===== config.mk =====
export PLATFORM = sky130hd
export DESIGN_NAME = id_ex_stage
export DESIGN_NICKNAME = d
export VERILOG_FILES = /design/src/rtl/id_ex_stage_pkg.sv /design/src/rtl/id_ex_stage_control_decoder.sv /design/src/rtl/id_ex_stage.sv
export SDC_FILE = /design/constraint.sdc
export NUM_CORES = 1
export LEC_CHECK = 0
export CAP_MARGIN = 10
export CELL_PAD_IN_SITES_DETAIL_PLACEMENT = 0
export CELL_PAD_IN_SITES_GLOBAL_PLACEMENT = 2
export CORE_AREA = 2 2 230 232
export CTS_CLUSTER_SIZE = 8
export DETAILED_ROUTE_END_ITERATION = 10
export DIE_AREA = 0 0 232 234
export PLACE_DENSITY = 0.81
export SETUP_SLACK_MARGIN = 0.1
export SLEW_MARGIN = 30
export SYNTH_ARGS = -nofsm -noshare
export SYNTH_HDL_FRONTEND = slang
export SYNTH_SLANG_ARGS = --single-unit

===== constraint.sdc =====
create_clock -name Clk -period 5.9 [get_ports Clk]
set_clock_uncertainty 0.15 [all_clocks]
set_input_delay 1.77 -clock Clk [delete_from_list [all_inputs] [get_ports Clk]]
set_output_delay 1.77 -clock Clk [all_outputs]
set_load 0.05 [all_outputs]

===== src/rtl/id_ex_stage_pkg.sv =====
// rtl/id_ex_stage_pkg.sv - LEGv8 decode constants: opcodes, ID/EX control bit indices, ALUOp codes, XZR
package id_ex_stage_pkg;

    localparam int unsigned DATA_W  = 64;
    localparam int unsigned INSTR_W = 32;
    localparam int unsigned REG_AW  = 5;
    localparam int unsigned CTRL_W  = 10;

    localparam logic [REG_AW-1:0] XZR = 5'd31;

    localparam logic [10:0] OP_ADD  = 11'b10001011000;
    localparam logic [10:0] OP_SUB  = 11'b11001011000;
    localparam logic [10:0] OP_AND  = 11'b10001010000;
    localparam logic [10:0] OP_ORR  = 11'b10101010000;
    localparam logic [10:0] OP_LDUR = 11'b11111000010;
    localparam logic [10:0] OP_STUR = 11'b11111000000;
    localparam logic [7:0]  OP_CBZ  = 8'b10110100;
    localparam logic [5:0]  OP_B    = 6'b000101;

    localparam int unsigned CTRL_ALUSRC   = 9;
    localparam int unsigned CTRL_MEMTOREG = 8;
    localparam int unsigned CTRL_REGWRITE = 7;
    localparam int unsigned CTRL_MEMREAD  = 6;
    localparam int unsigned CTRL_MEMWRITE = 5;
    localparam int unsigned CTRL_BRANCH   = 4;
    localparam int unsigned CTRL_UNCOND   = 3;
    localparam int unsigned CTRL_REG2LOC  = 2;
    localparam int unsigned CTRL_ALUOP_LO = 0;

    localparam logic [1:0] ALUOP_MEM   = 2'b00;
    localparam logic [1:0] ALUOP_CBZ   = 2'b01;
    localparam logic [1:0] ALUOP_RTYPE = 2'b10;

endpackage


===== src/rtl/id_ex_stage_control_decoder.sv =====
// rtl/id_ex_stage_control_decoder.sv - control_decoder: opcode[31:21] to the 10-bit ID/EX control word
module control_decoder
    import id_ex_stage_pkg::*;
(
    input  logic [10:0]       opcode,
    output logic [CTRL_W-1:0] ctrl
);

    always_comb begin
        ctrl = '0;
        if (opcode == OP_ADD || opcode == OP_SUB || opcode == OP_AND || opcode == OP_ORR) begin
            ctrl[CTRL_REGWRITE]            = 1'b1;
            ctrl[CTRL_ALUOP_LO +: 2]       = ALUOP_RTYPE;
        end else if (opcode == OP_LDUR) begin
            ctrl[CTRL_ALUSRC]              = 1'b1;
            ctrl[CTRL_MEMTOREG]            = 1'b1;
            ctrl[CTRL_REGWRITE]            = 1'b1;
            ctrl[CTRL_MEMREAD]             = 1'b1;
            ctrl[CTRL_ALUOP_LO +: 2]       = ALUOP_MEM;
        end else if (opcode == OP_STUR) begin
            ctrl[CTRL_ALUSRC]              = 1'b1;
            ctrl[CTRL_MEMWRITE]            = 1'b1;
            ctrl[CTRL_REG2LOC]             = 1'b1;
            ctrl[CTRL_ALUOP_LO +: 2]       = ALUOP_MEM;
        end else if (opcode[10:3] == OP_CBZ) begin
            ctrl[CTRL_BRANCH]              = 1'b1;
            ctrl[CTRL_REG2LOC]             = 1'b1;
            ctrl[CTRL_ALUOP_LO +: 2]       = ALUOP_CBZ;
        end else if (opcode[10:5] == OP_B) begin
            ctrl[CTRL_UNCOND]              = 1'b1;
        end
    end

endmodule


===== src/rtl/id_ex_stage.sv =====
// rtl/id_ex_stage.sv - LEGv8 decode stage with load-use stall and ID/EX register; optional ID_WB_BYPASS_EN
module id_ex_stage
    import id_ex_stage_pkg::*;
(
    input  logic                Clk,
    input  logic                Reset,
    input  logic [INSTR_W-1:0]  IfId_Instr,
    input  logic [DATA_W-1:0]   IfId_PC,
    input  logic                IfId_Valid,
    input  logic                Flush,
    output logic [REG_AW-1:0]   RA,
    output logic [REG_AW-1:0]   RB,
    input  logic [DATA_W-1:0]   BusA,
    input  logic [DATA_W-1:0]   BusB,
    input  logic                WB_RegWr,
    input  logic [REG_AW-1:0]   WB_RW,
    input  logic [DATA_W-1:0]   WB_BusW,
    output logic                StallIF,
    output logic                IdEx_Valid,
    output logic [DATA_W-1:0]   IdEx_PC,
    output logic [DATA_W-1:0]   IdEx_RD1,
    output logic [DATA_W-1:0]   IdEx_RD2,
    output logic [DATA_W-1:0]   IdEx_Imm,
    output logic [REG_AW-1:0]   IdEx_Rn,
    output logic [REG_AW-1:0]   IdEx_Rm,
    output logic [REG_AW-1:0]   IdEx_Rd,
    output logic [CTRL_W-1:0]   IdEx_Ctrl
);

    logic [CTRL_W-1:0] dec_ctrl;
    logic [CTRL_W-1:0] ctrl;
    logic [DATA_W-1:0] imm;
    logic [DATA_W-1:0] opnd_a;
    logic [DATA_W-1:0] opnd_b;
    logic              load_use;

    control_decoder u_control_decoder (
        .opcode (IfId_Instr[31:21]),
        .ctrl   (dec_ctrl)
    );

    assign ctrl = IfId_Valid ? dec_ctrl : '0;
    assign RA   = IfId_Instr[9:5];
    assign RB   = ctrl[CTRL_REG2LOC] ? IfId_Instr[4:0] : IfId_Instr[20:16];

    always_comb begin
        imm = '0;
        if (ctrl[CTRL_ALUSRC])
            imm = {{(DATA_W-9){IfId_Instr[20]}}, IfId_Instr[20:12]};
        else if (ctrl[CTRL_BRANCH])
            imm = {{(DATA_W-19){IfId_Instr[23]}}, IfId_Instr[23:5]};
        else if (ctrl[CTRL_UNCOND])
            imm = {{(DATA_W-26){IfId_Instr[25]}}, IfId_Instr[25:0]};
    end

    // B reads no registers, so its Rn/Rm fields must not trigger a stall
    assign load_use = IdEx_Valid && IdEx_Ctrl[CTRL_MEMREAD] && (IdEx_Rd != XZR) &&
                      IfId_Valid && !ctrl[CTRL_UNCOND] &&
                      ((IdEx_Rd == RA) || (IdEx_Rd == RB));
    assign StallIF  = load_use && !Flush;

`ifdef ID_WB_BYPASS_EN
    assign opnd_a = (WB_RegWr && WB_RW == RA && RA != XZR) ? WB_BusW : BusA;
    assign opnd_b = (WB_RegWr && WB_RW == RB && RB != XZR) ? WB_BusW : BusB;
`else
    logic unused_wb;
    assign unused_wb = ^{WB_RegWr, WB_RW, WB_BusW};
    assign opnd_a    = BusA;
    assign opnd_b    = BusB;
`endif

    always_ff @(posedge Clk) begin
        if (Reset || Flush || load_use) begin
            IdEx_Valid <= 1'b0;
            IdEx_PC    <= '0;
            IdEx_RD1   <= '0;
            IdEx_RD2   <= '0;
            IdEx_Imm   <= '0;
            IdEx_Rn    <= '0;
            IdEx_Rm    <= '0;
            IdEx_Rd    <= '0;
            IdEx_Ctrl  <= '0;
        end else begin
            IdEx_Valid <= IfId_Valid;
            IdEx_PC    <= IfId_PC;
            IdEx_RD1   <= opnd_a;
            IdEx_RD2   <= opnd_b;
            IdEx_Imm   <= imm;
            IdEx_Rn    <= IfId_Instr[9:5];
            IdEx_Rm    <= RB;
            IdEx_Rd    <= IfId_Instr[4:0];
            IdEx_Ctrl  <= ctrl;
        end
    end

endmodule


Word level (Yosys, flattened, before mapping)

Index checks and enable logic that the tools add are counted.

Input bits: 298
Register bits: 282
Output and inout bits: 293

Equality and inequality tests: 11
Multiplexer cells: 20
Reductions and logical operators: 18
Bitwise gates (word level): 1

Operator list:

| cell                 | number |
|---|---|
| $mux 64              | 3 |
| $eq 11x11->1 const B | 6 |
| $eq 5x5->1           | 2 |
| $mux 10              | 1 |
| $mux 5               | 2 |
| $mux 3               | 3 |
| $eq 8x8->1 const B   | 1 |
| $mux 2               | 4 |
| $eq 6x3->1 const B   | 1 |
| $logic_and 1x1->1    | 6 |
| $logic_or 1x1->1     | 6 |
| $mux 1               | 6 |
| $ne 5x5->1 const B   | 1 |
| $reduce_or 5->1      | 1 |
| $mux 4               | 1 |
| $reduce_or 4->1      | 1 |
| $reduce_or 3->1      | 1 |
| $logic_not 1->1      | 2 |
| $reduce_or 2->1      | 1 |
| $not 1->1            | 1 |

Depth between registers and ports, before layout

Gate-level depths: netlist of run 1.

Word-level depth: 13
Mapped depth: 8
Depth with buffers taken out: 5

Cells and area by module

From an unflattened synthesis of run 1, not the netlist that was laid out.

Cells, all modules: 695
Area total of the unflattened synthesis: 7870.0 µm²

Modules (own cells, without submodules):

| module          | sequential area each (µm²) | area each (µm²) | instances | cells an instance |
|---|---|---|---|---|
| id_ex_stage     | 4884.7                     | 7721.2          | 1         | 674 |
| control_decoder | 0.0                        | 148.9           | 1         | 21 |

Worst setup path after synthesis of run 1

No wires, ideal clock.

Kind: input to output
Start point: input IfId_Instr[25]
End point: output StallIF
Arrival time: 4.033 ns
Data required time: 3.980 ns
Path buffers: 1
Slack: -0.053 ns
Stages: 6
Path through: and4bb_1 -> and3_1 -> clkbuf_1 -> o211ai_1 -> a21o_1 -> a211oi_1

Cells in the longest elaborated chain, start to end: 11

RTL lines:

| item                                       | line                                                                 | text |
|---|---|---|
| from (decl)                                | id_ex_stage.sv:7                                                     | `input logic [INSTR_W-1:0] IfId_Instr,` |
| $eq 8x8->1 or $eq 11x11->1 (tied branches) | id_ex_stage_control_decoder.sv:25, id_ex_stage_control_decoder.sv:11 |  |
| $mux 3 or $logic_or 1x1->1 (tied branches) | id_ex_stage_control_decoder.sv:25, id_ex_stage_control_decoder.sv:11 |  |
| $mux 3 or $logic_or 1x1->1 (tied branches) | id_ex_stage_control_decoder.sv:20, id_ex_stage_control_decoder.sv:11 |  |
| $mux 4 or $logic_or 1x1->1 (tied branches) | id_ex_stage_control_decoder.sv:14, id_ex_stage_control_decoder.sv:11 |  |
| $mux 5 *                                   | id_ex_stage_control_decoder.sv:11                                    | `if (opcode == OP_ADD \|\| opcode == OP_SUB \|\| opcode == OP_AND \|\| opcode == OP_ORR) begin` |
| $mux 10 *                                  | id_ex_stage.sv:42                                                    | `assign ctrl = IfId_Valid ? dec_ctrl : '0;` |
| $mux 5                                     | id_ex_stage.sv:44                                                    | `assign RB = ctrl[CTRL_REG2LOC] ? IfId_Instr[4:0] : IfId_Instr[20:16];` |
| $eq 5x5->1                                 | id_ex_stage.sv:59                                                    | `((IdEx_Rd == RA) \|\| (IdEx_Rd == RB));` |
| $logic_or 1x1->1                           | id_ex_stage.sv:59                                                    |  |
| $logic_and 1x1->1 *                        | id_ex_stage.sv:58                                                    | `IfId_Valid && !ctrl[CTRL_UNCOND] &&` |
| $logic_and 1x1->1 *                        | id_ex_stage.sv:60                                                    | `assign StallIF = load_use && !Flush;` |
| to (decl)                                  | id_ex_stage.sv:18                                                    | `output logic StallIF,` |

Every way passes the cells marked *; elsewhere a longest branch is shown, timed or not.

Worst setup path in the final report of run 1

Start point: input IfId_Instr[27]
End point: output StallIF

Cells in the longest elaborated chain, start to end: 11

RTL lines:

| item                                                  | line                                 | text |
|---|---|---|
| $eq 8x8->1, or another cell as far along              | id_ex_stage_control_decoder.sv:25    | `end else if (opcode[10:3] == OP_CBZ) begin` |
| $mux 3, or another cell as far along                  | id_ex_stage_control_decoder.sv:25    |  |
| $mux 3, or another cell as far along                  | id_ex_stage_control_decoder.sv:20    | `end else if (opcode == OP_STUR) begin` |
| $mux 4, or another cell as far along                  | id_ex_stage_control_decoder.sv:14    | `end else if (opcode == OP_LDUR) begin` |
| $mux 5 *                                              | id_ex_stage_control_decoder.sv:11    |  |
| $mux 10 *                                             | id_ex_stage.sv:42                    |  |
| $mux 5 or $mux 10 (tied branches)                     | id_ex_stage.sv:44, id_ex_stage.sv:42 |  |
| $eq 5x5->1 or $logic_not 1->1 (tied branches)         | id_ex_stage.sv:59, id_ex_stage.sv:58 |  |
| $logic_or 1x1->1 or $logic_and 1x1->1 (tied branches) | id_ex_stage.sv:59, id_ex_stage.sv:58 |  |
| $logic_and 1x1->1 *                                   | id_ex_stage.sv:58                    |  |
| $logic_and 1x1->1 *                                   | id_ex_stage.sv:60                    |  |

Marks and branches as above.

==> summary by stage, run 1 <==
Placement
Routability-driven placement finished with a final weighted congestion of 0.779. The cell count after placement is 2041. The post-place instance area is 14700 um^2.

The worst slack at placement is 0.0103 ns. Port buffering added 520 buffers. After legalization and detailed placement, the total HPWL measured 27100 um.

Final layout
The number of antenna diodes in the final layout is 0. The synthesis-to-finish area growth is 74.8%. After routing the design area is 15700 um^2.

Measured on the finished design, the core utilization comes to 30.2%. The count of non-filler cells in the finished layout is 2081. The share of layout cells above drive strength 1 is 6.75%. The number of nets in the finished design is 1689.

Timing
After layout, the worst setup slack is 0.226 ns. The number of slew-limit violations in the final report was 0. The shortest period the worst path allows is 5.67 ns. Setup repair after global routing left no endpoint under its margin. The hold violation count in the final report came to 0. Timing would allow up to 176 MHz. The share of the clock period used by the worst path is 96.2%.

Setup violations remaining at the end of the flow were counted as 0. At the pin with the least slew margin, the transition time is 0.902 ns. The worst pin sits at a relative slew slack of 39.9%.

Floorplanning
The initial core utilization is 17.3%. The die boundary width is 232 um. The core footprint is 52000 um^2. The initialized floorplan defines 84 standard-cell rows. 591 I/O pins were placed. The die covers 54300 um^2. The die boundary height is 234 um.

Power
The completed layout was analyzed and its total power is 4.22 mW. The power density over cell area is 269 nW/um^2. The peak ir drop on the vdd network is 0.165 mV.

For this design the static power due to leakage is 6.13 nW.

Global routing
The overall global routing resource usage is 12.8%. The number of antenna violations at the first check in global routing was 5. The global-route wire length before repair is 52800 um.

Entering global routing, the biggest net connects 140 pins. The aggregate global routing overflow is 0. The number of global-route vias before repair came to 8413.

Drt
The detailed-route wire length on metal 1 is 14600 um. The final routed DRC violation total is 0. The first routing iteration left 238 violations. The total number of vias is 8349. The top routing layer in use is met5. The routed wire length is 36800 um.

The routed length on met3 is 3400 um. The count of nets left with antenna violations once routing finished came out at 0. The pre-antenna-repair detailed-routing pass consisted of 4 iterations.

Dividing the detail-routed via count by the number of cells gives 4.01. In the final routed layout, each cell accounts on average for 17.7 um. Wire segments on met2 add up to 17200 um in the final route.

Synth
Averaged over all synthesized cells, the footprint is 9.71 um^2. Yosys mapped a number of flops with a built-in enable equal to 0. The post-synthesis async set-or-reset flop share is 0%.

The most used flip-flop cell after synthesis is dfxtp_1. For this run, the number of Yosys warnings is 0. The unique cell type count in the Yosys netlist is 39.

The synthesized design spends more area on one cell type than any other, namely dfxtp_1. The area share of the largest cell type after synthesis is 54.1%. After synthesis the netlist holds a flip-flop and latch count of 243.

Of the synthesized area, sequential elements account for 54.1%. By area the synthesized netlist is led by dfxtp_1 54%, a211oi_1 20%, inv_1 8.6%. Synthesis handed over a netlist of 926 instances. In this run the cell area of the synthesized design comes to 8990 um^2. The synthesized netlist net count is 1224.

Worst setup path
The reg-to-reg setup timing slack is 3.01 ns. The endpoint identified for the worst register-to-register timing path is IdEx_RD1[31]. The startpoint identified for the worst register-to-register timing path is IdEx_Rd[4]. The critical path ends at StallIF.

The critical path is of the input pin to output port type. The worst setup path is launched from an input pin. The required time reported for the critical path endpoint is 3.98 ns. In this run the worst path has a maximum fanout of 4. The first element of the critical path is IfId_Instr[27]. The element type at the critical path end is an output port. The data arrival time at the worst-slack endpoint is 3.75 ns.

The number of cells on the worst reg-to-reg path is 7.

CTS
At the later pin of the worst-skew pair, clock insertion delay measures 0.52 ns. Buffers added to address setup during post-CTS repair amount to 0. The clock-pin slew on the worst setup and hold paths is 0.05 ns. The cell sitting at the root of the clock tree is a clkbuf_16.

TritonCTS built the clock tree. The clock net in this run drives a total of 243 sinks. The maximum count of clock buffers along a single path is 3. Buffers inserted during clock tree synthesis total 36. The H-tree was split into 2 levels.

Min path
The worst hold path belongs to the class flip-flop to flip-flop.

Status
The run finished with clean final reports.

Job
The total of max-cap violations is 0.
==> synthesized netlist by cell type, types with 3 or more instances <==
cell type  count
dfxtp_1      243
and2_1         3
nand3_1        7
mux2i_1        5
nand4b_1       5
a221oi_1      13
xor2_1        11
nor2_1         3
buf_4         45
a211oi_1     238
a21oi_1        8
inv_1        207
nand2_1        9
clkbuf_1      24
buf_2         61
and3_1         3
a222oi_1       8
nand2b_1       4
==> cell usage in the layout, fill, tap and decap left out, drive strengths merged, types with 2 or more instances in the layout <==
cell,synthesis,routed
and2,3,3
dlymetal6s2s,0,3
nand2,9,9
and3,3,3
buf,107,44
dlygate4sd2,0,3
a2111oi,2,2
a21oi,9,9
a221oi,13,13
dfxtp,243,243
mux2i,5,5
and4bb,3,3
inv,207,207
clkdlybuf4s50,0,508
nor4b,2,2
nand4b,5,5
nor4,2,2
nor2,3,3
clkbuf,24,39
nand3,7,7
xnor2,2,2
a211oi,238,238
a21o,2,2
o21ai,5,5
nand4bb,2,2
xor2,11,11
nand2b,4,4
a222oi,8,8
==> how the worst min path moves through the flow <==
stage / startpoint / endpoint / slack, ns / depth (start not counted)
finish: IdEx_Rd[3] / IdEx_Rm[3] / 0.60 / 1
global route: IdEx_Rd[3] / IdEx_Rm[3] / 0.66 / 1
CTS: IdEx_Rd[3] / IdEx_Rm[3] / 0.60 / 1
detailed placement: IdEx_Rd[3] / IdEx_Rm[3] / 0.59 / 1
global placement: IdEx_Rd[3] / IdEx_Rm[3] / 0.59 / 1
floorplan: IdEx_Rd[3] / IdEx_Rm[3] / 0.87 / 2
==> final cells by class <==
type                       instances  area (um^2)
inverter                         207          777
tap                              688          861
sequential                       243         4870
timing repair buffer             558         5600
fill                            5412        36300
clock inverter                     1         5.00
multi-input combinational        345         2670
clock buffer                      39          933
==> state kept, by name, summed over array words and instances, names as in the netlist, 5 cells and up <==
register   count
IdEx_Rn        5
IdEx_Ctrl      9
IdEx_Imm      26
IdEx_RD1      64
IdEx_RD2      64
IdEx_Rd        5
IdEx_Rm        5
IdEx_PC       64
==> stage by stage <==
step                hold WS (ns)   TNS, ns
global placement           0.588  -0.00248
detailed placement         0.587         0
CTS                        0.599         0
global route               0.663         0
floorplan                  0.875         0
finish                     0.600         0
==> worst max-delay path, stage by stage <==
cell             delay [ns]
clkdlybuf4s50_1        0.54
and4bb_1               0.27
and3_1                 0.22
a311o_2                0.39
a211oi_2               0.27
buf_4                  0.17
buf_12                 0.13
==> cells by family (layout without fill, tap and decap cells) <==
| family | after synthesis | count (layout) | synth area share [%] |
|---|---|---|---|
| compound gates | 281 | 281 | 23.8 |
| xor+xnor | 13 | 13 | 1.27 |
| buf+inv | 338 | 805 | 16.8 |
| flops | 243 | 243 | 54.1 |
| mux | 5 | 5 | 0.557 |
| simple gates | 46 | 46 | 3.41 |
==> power by group <==
| group | internal (mW) | leakage (nW) | switching [mW] |
|---|---|---|---|
| clock network | 1.10 | 0.462 | 0.713 |
| registers | 1.70 | 1.99 | 0.0197 |
| logic | 0.286 | 3.67 | 0.402 |
==> layer usage <==
metal / vias up / track usage, %
met5: - / 0
met3: 71 / 5.11
met4: 8 / 5.79
li1: 4033 / -
met1: 3879 / 14.6
met2: 358 / 21.3
==> timing repair <==
item                                   4_1_cts  5_1_grt
endpoints found under the hold margin        0        0
hold buffers                                 0        0
gates resized for setup                      3        6
setup endpoints to repair                    1        1
pin swaps                                    2        1
Note: power is estimated with default switching activity, not from simulation.
==> run 2, diff against run 1 <==
--- a/config.mk
+++ b/config.mk
@@ -12,6 +12,7 @@
 export CTS_CLUSTER_SIZE = 8
 export DETAILED_ROUTE_END_ITERATION = 10
 export DIE_AREA = 0 0 232 234
+export GPL_TIMING_DRIVEN = 0
 export PLACE_DENSITY = 0.81
 export SETUP_SLACK_MARGIN = 0.1
 export SLEW_MARGIN = 30
==> run 2 against run 1 <==
Global-route usage grew 1.1 points; clock power grew 3%; die area is the same; combinational power grew 1%; utilization grew 0.94 points; worst setup slack lost 0.12 ns; first-iteration DRC count grew 36%; cell area grew 3.1%; register-to-register slack lost 0.15 ns; sequential share of layout area shrank 0.93 points; sequential cell count is the same; cell count grew 5.3%; critical endpoint unchanged; highest routed layer unchanged.
==> summary by stage, run 2 (same netlist as run 1, synthesis figures left out) <==
Status
The flow ran to the end, and the final reports show no timing, DRC or antenna violations.

CTS
The clock drives 243 sinks. TritonCTS built the clock tree. The maximum count of clock buffers along a single path is 3. The insertion delay to the later sink of the worst-skew pair is 0.53 ns.

The number of buffers inserted during clock tree synthesis is 36. After clock tree synthesis, the clock-pin slew on the worst setup and hold paths is 0.05 ns. In this run the clock root is driven by a clkbuf_16.

The number of H-tree branching levels is 2.

Final layout
The number of inserted filler cells in the final layout is 5422. The most common library cell in the layout ignoring fill and taps is clkdlybuf4s50_1. In the final layout, the multi-input gates occupy 2700 um^2. The largest registers in the layout are IdEx_PC (64), IdEx_RD1 (64), IdEx_RD2 (64). The post-route netlist has 12.3% of its cells at a drive strength greater than 1. The area occupied by registers is 4870 um^2. Leaving out fill and tap cells, the most frequent cells in the layout are 508 x clkdlybuf4s50_1, 242 x dfxtp_1, 237 x a211oi_1. In the final design database the tool counted 1794 nets.

The synthesis-to-finish area growth is 80.2%.

Timing
Setup repair after global routing could not meet its margin everywhere. At the pin with the least slew margin, the transition time is 0.783 ns. Setup violations remaining at the end of the flow were counted as 0. The minimum setup slack in the final design is 0.103 ns. For the final routed database, the setup TNS stands at 0 ns.

After layout, the minimum clock period comes to 5.80 ns. The number of slew-limit violations in the final report is 0. Measured against its own limit, the worst slew margin works out to 47.6%. The hold violation count in the final report is 0. Static timing analysis puts the maximum clock frequency at 173 MHz. The share of the clock period used by the worst path is 98.3%.

Placement
The congestion estimate from routability-driven global placement came to 0.828. The total of buffers placed on input and output ports is 519. Before CTS, the worst setup slack after placement is -1.12 ns. The detailed-placement wirelength estimate is 31600 um.

Drt
The total iterations of the first detailed-routing run is 4. The post-detailed-route via-to-cell ratio is 4.00. The average routed wire per standard cell is 18.4 um.

For this run, design rule violations remaining after detail routing come to 0. The routed wire length is 40200 um. The count of nets left with antenna violations once routing finished came out at 0. The initial detailed-routing violation count is 323. Across all layers, the routed design uses 8763 vias.

Global routing
The number of global-route vias before repair is 8927. The aggregate global routing overflow is 0. The number of antenna violations at the first check in global routing is 3. The first global-routing pass estimated 56200 um of wire. Entering global routing, the biggest net connects 40 pins. The overall global routing resource usage is 14.0%.

Floorplanning
The die boundary width is 232 um. The floorplan step defined a core boundary enclosing 52000 um^2. The number of ports placed on the die boundary is 591.

The die boundary height is 234 um. Once the floorplan was initialized, standard cells occupied 17.3% of the core. The row count is 84. The die covers 54300 um^2.

Worst setup path
The required time reported for the critical path endpoint is 3.98 ns. The setup path with the least slack is of type input pin to output port. The reg-to-reg setup timing slack is 2.86 ns.

Of all nets on the critical path, the largest fanout is 7. STA puts the critical path data arrival time at 3.88 ns. The worst setup path is launched from an input pin.

The element type at the critical path end is an output port.

Power
Dividing total power by cell area gives a power density of 265 nW/um^2. The peak ir drop on the vdd network is 0.190 mV. The power share of the combinational group is 16.2%.

The internal cell power is 3.12 mW. The switching power as a share of total power is 27.2%. For this design the total switching power over the nets is 1.17 mW.

Summing internal, switching and leakage power gives 4.29 mW. The share of power burned in registers is 40.2%. Summed over all cells, the static leakage comes to 6.49 nW.

Of the total power, the clock network draws 43.6%.

Min path
The type of the most critical hold path is flip-flop to flip-flop.

Job
Max-cap violations in this run came to 0.
[run 2: cell count changes in the layout (fill, tap and decap cells not counted), sizes merged]
cell / previous run / this run
buf: 44 / 126
clkbuf: 39 / 66
clkdlybuf4s15: 0 / 1
diode: 0 / 1
dlygate4sd2: 3 / 5
dlymetal6s2s: 3 / 0
[run 2: worst max-delay path, stage by stage]
cell,delay [ns]
clkdlybuf4s50_1,0.65
xor2_1,0.27
nor4_2,0.40
nand4b_1,0.15
a21o_1,0.20
a211oi_2,0.23
buf_6,0.20
[run 2: through the flow]
stage          cells  area [um^2]  hold WS [ns]  util [%]
3_3_place_gp    2133        15100         0.746      28.9
6_report        2191        16200         0.784      31.1
5_1_grt         2191        16200         0.880      31.1
4_1_cts         2184        16200         0.756      31.0
3_5_place_dp    2133        15100         0.754      28.9
2_1_floorplan    926         9000         0.875         -
[run 2: path summary, 6_finish.rpt]
check,startpoint,to,cells after the start
max,IfId_Instr[20],StallIF,7
min,IdEx_Rd[3],IdEx_Rm[3],2
max reg2reg,IdEx_Rd[3],IdEx_PC[40],7
min reg2reg,IdEx_Rd[3],IdEx_Rm[3],2
[run 2: area by class of cell]
type                    instances  share of cell area [%]
diodes                          1                  0.0154
plain buffers                 131                    4.57
clock buffers                  43                    5.98
clock inverters                 1                   0.100
inverters                     207                    4.79
multi-input cells             345                    16.7
flip-flops and latches        243                    30.0
well taps                     688                    5.31
repair buffers                532                    32.5
[run 2: power by group through the flow]
| stage | clock network, mW | logic (mW) | registers, mW |
|---|---|---|---|
| 6_report | 1.87 | 0.696 | 1.72 |
| 5_1_grt | 2.00 | 0.736 | 1.72 |
| 4_1_cts | 1.94 | 0.704 | 1.72 |
| 3_5_place_dp | 0 | 0.698 | 1.76 |
| 3_3_place_gp | 0 | 0.696 | 1.75 |
| 2_1_floorplan | 0 | 0.148 | 1.95 |
[run 2: what timing repair did]
item                                    CTS  global route
endpoints found under the setup margin    6             6
pin swaps                                 6             3
setup buffers                             7             6
gates resized for setup                  49             8
hold buffers                              0             0
cloned                                    0             0
[run 2: metal layers]
layer,global-route usage [%],vias to the layer above,wire length (um)
met1,15.2,4039,15600
li1,-,4242,-
met4,6.91,4,1780
met3,4.77,89,3480
met5,0,-,24
met2,24.2,389,19300
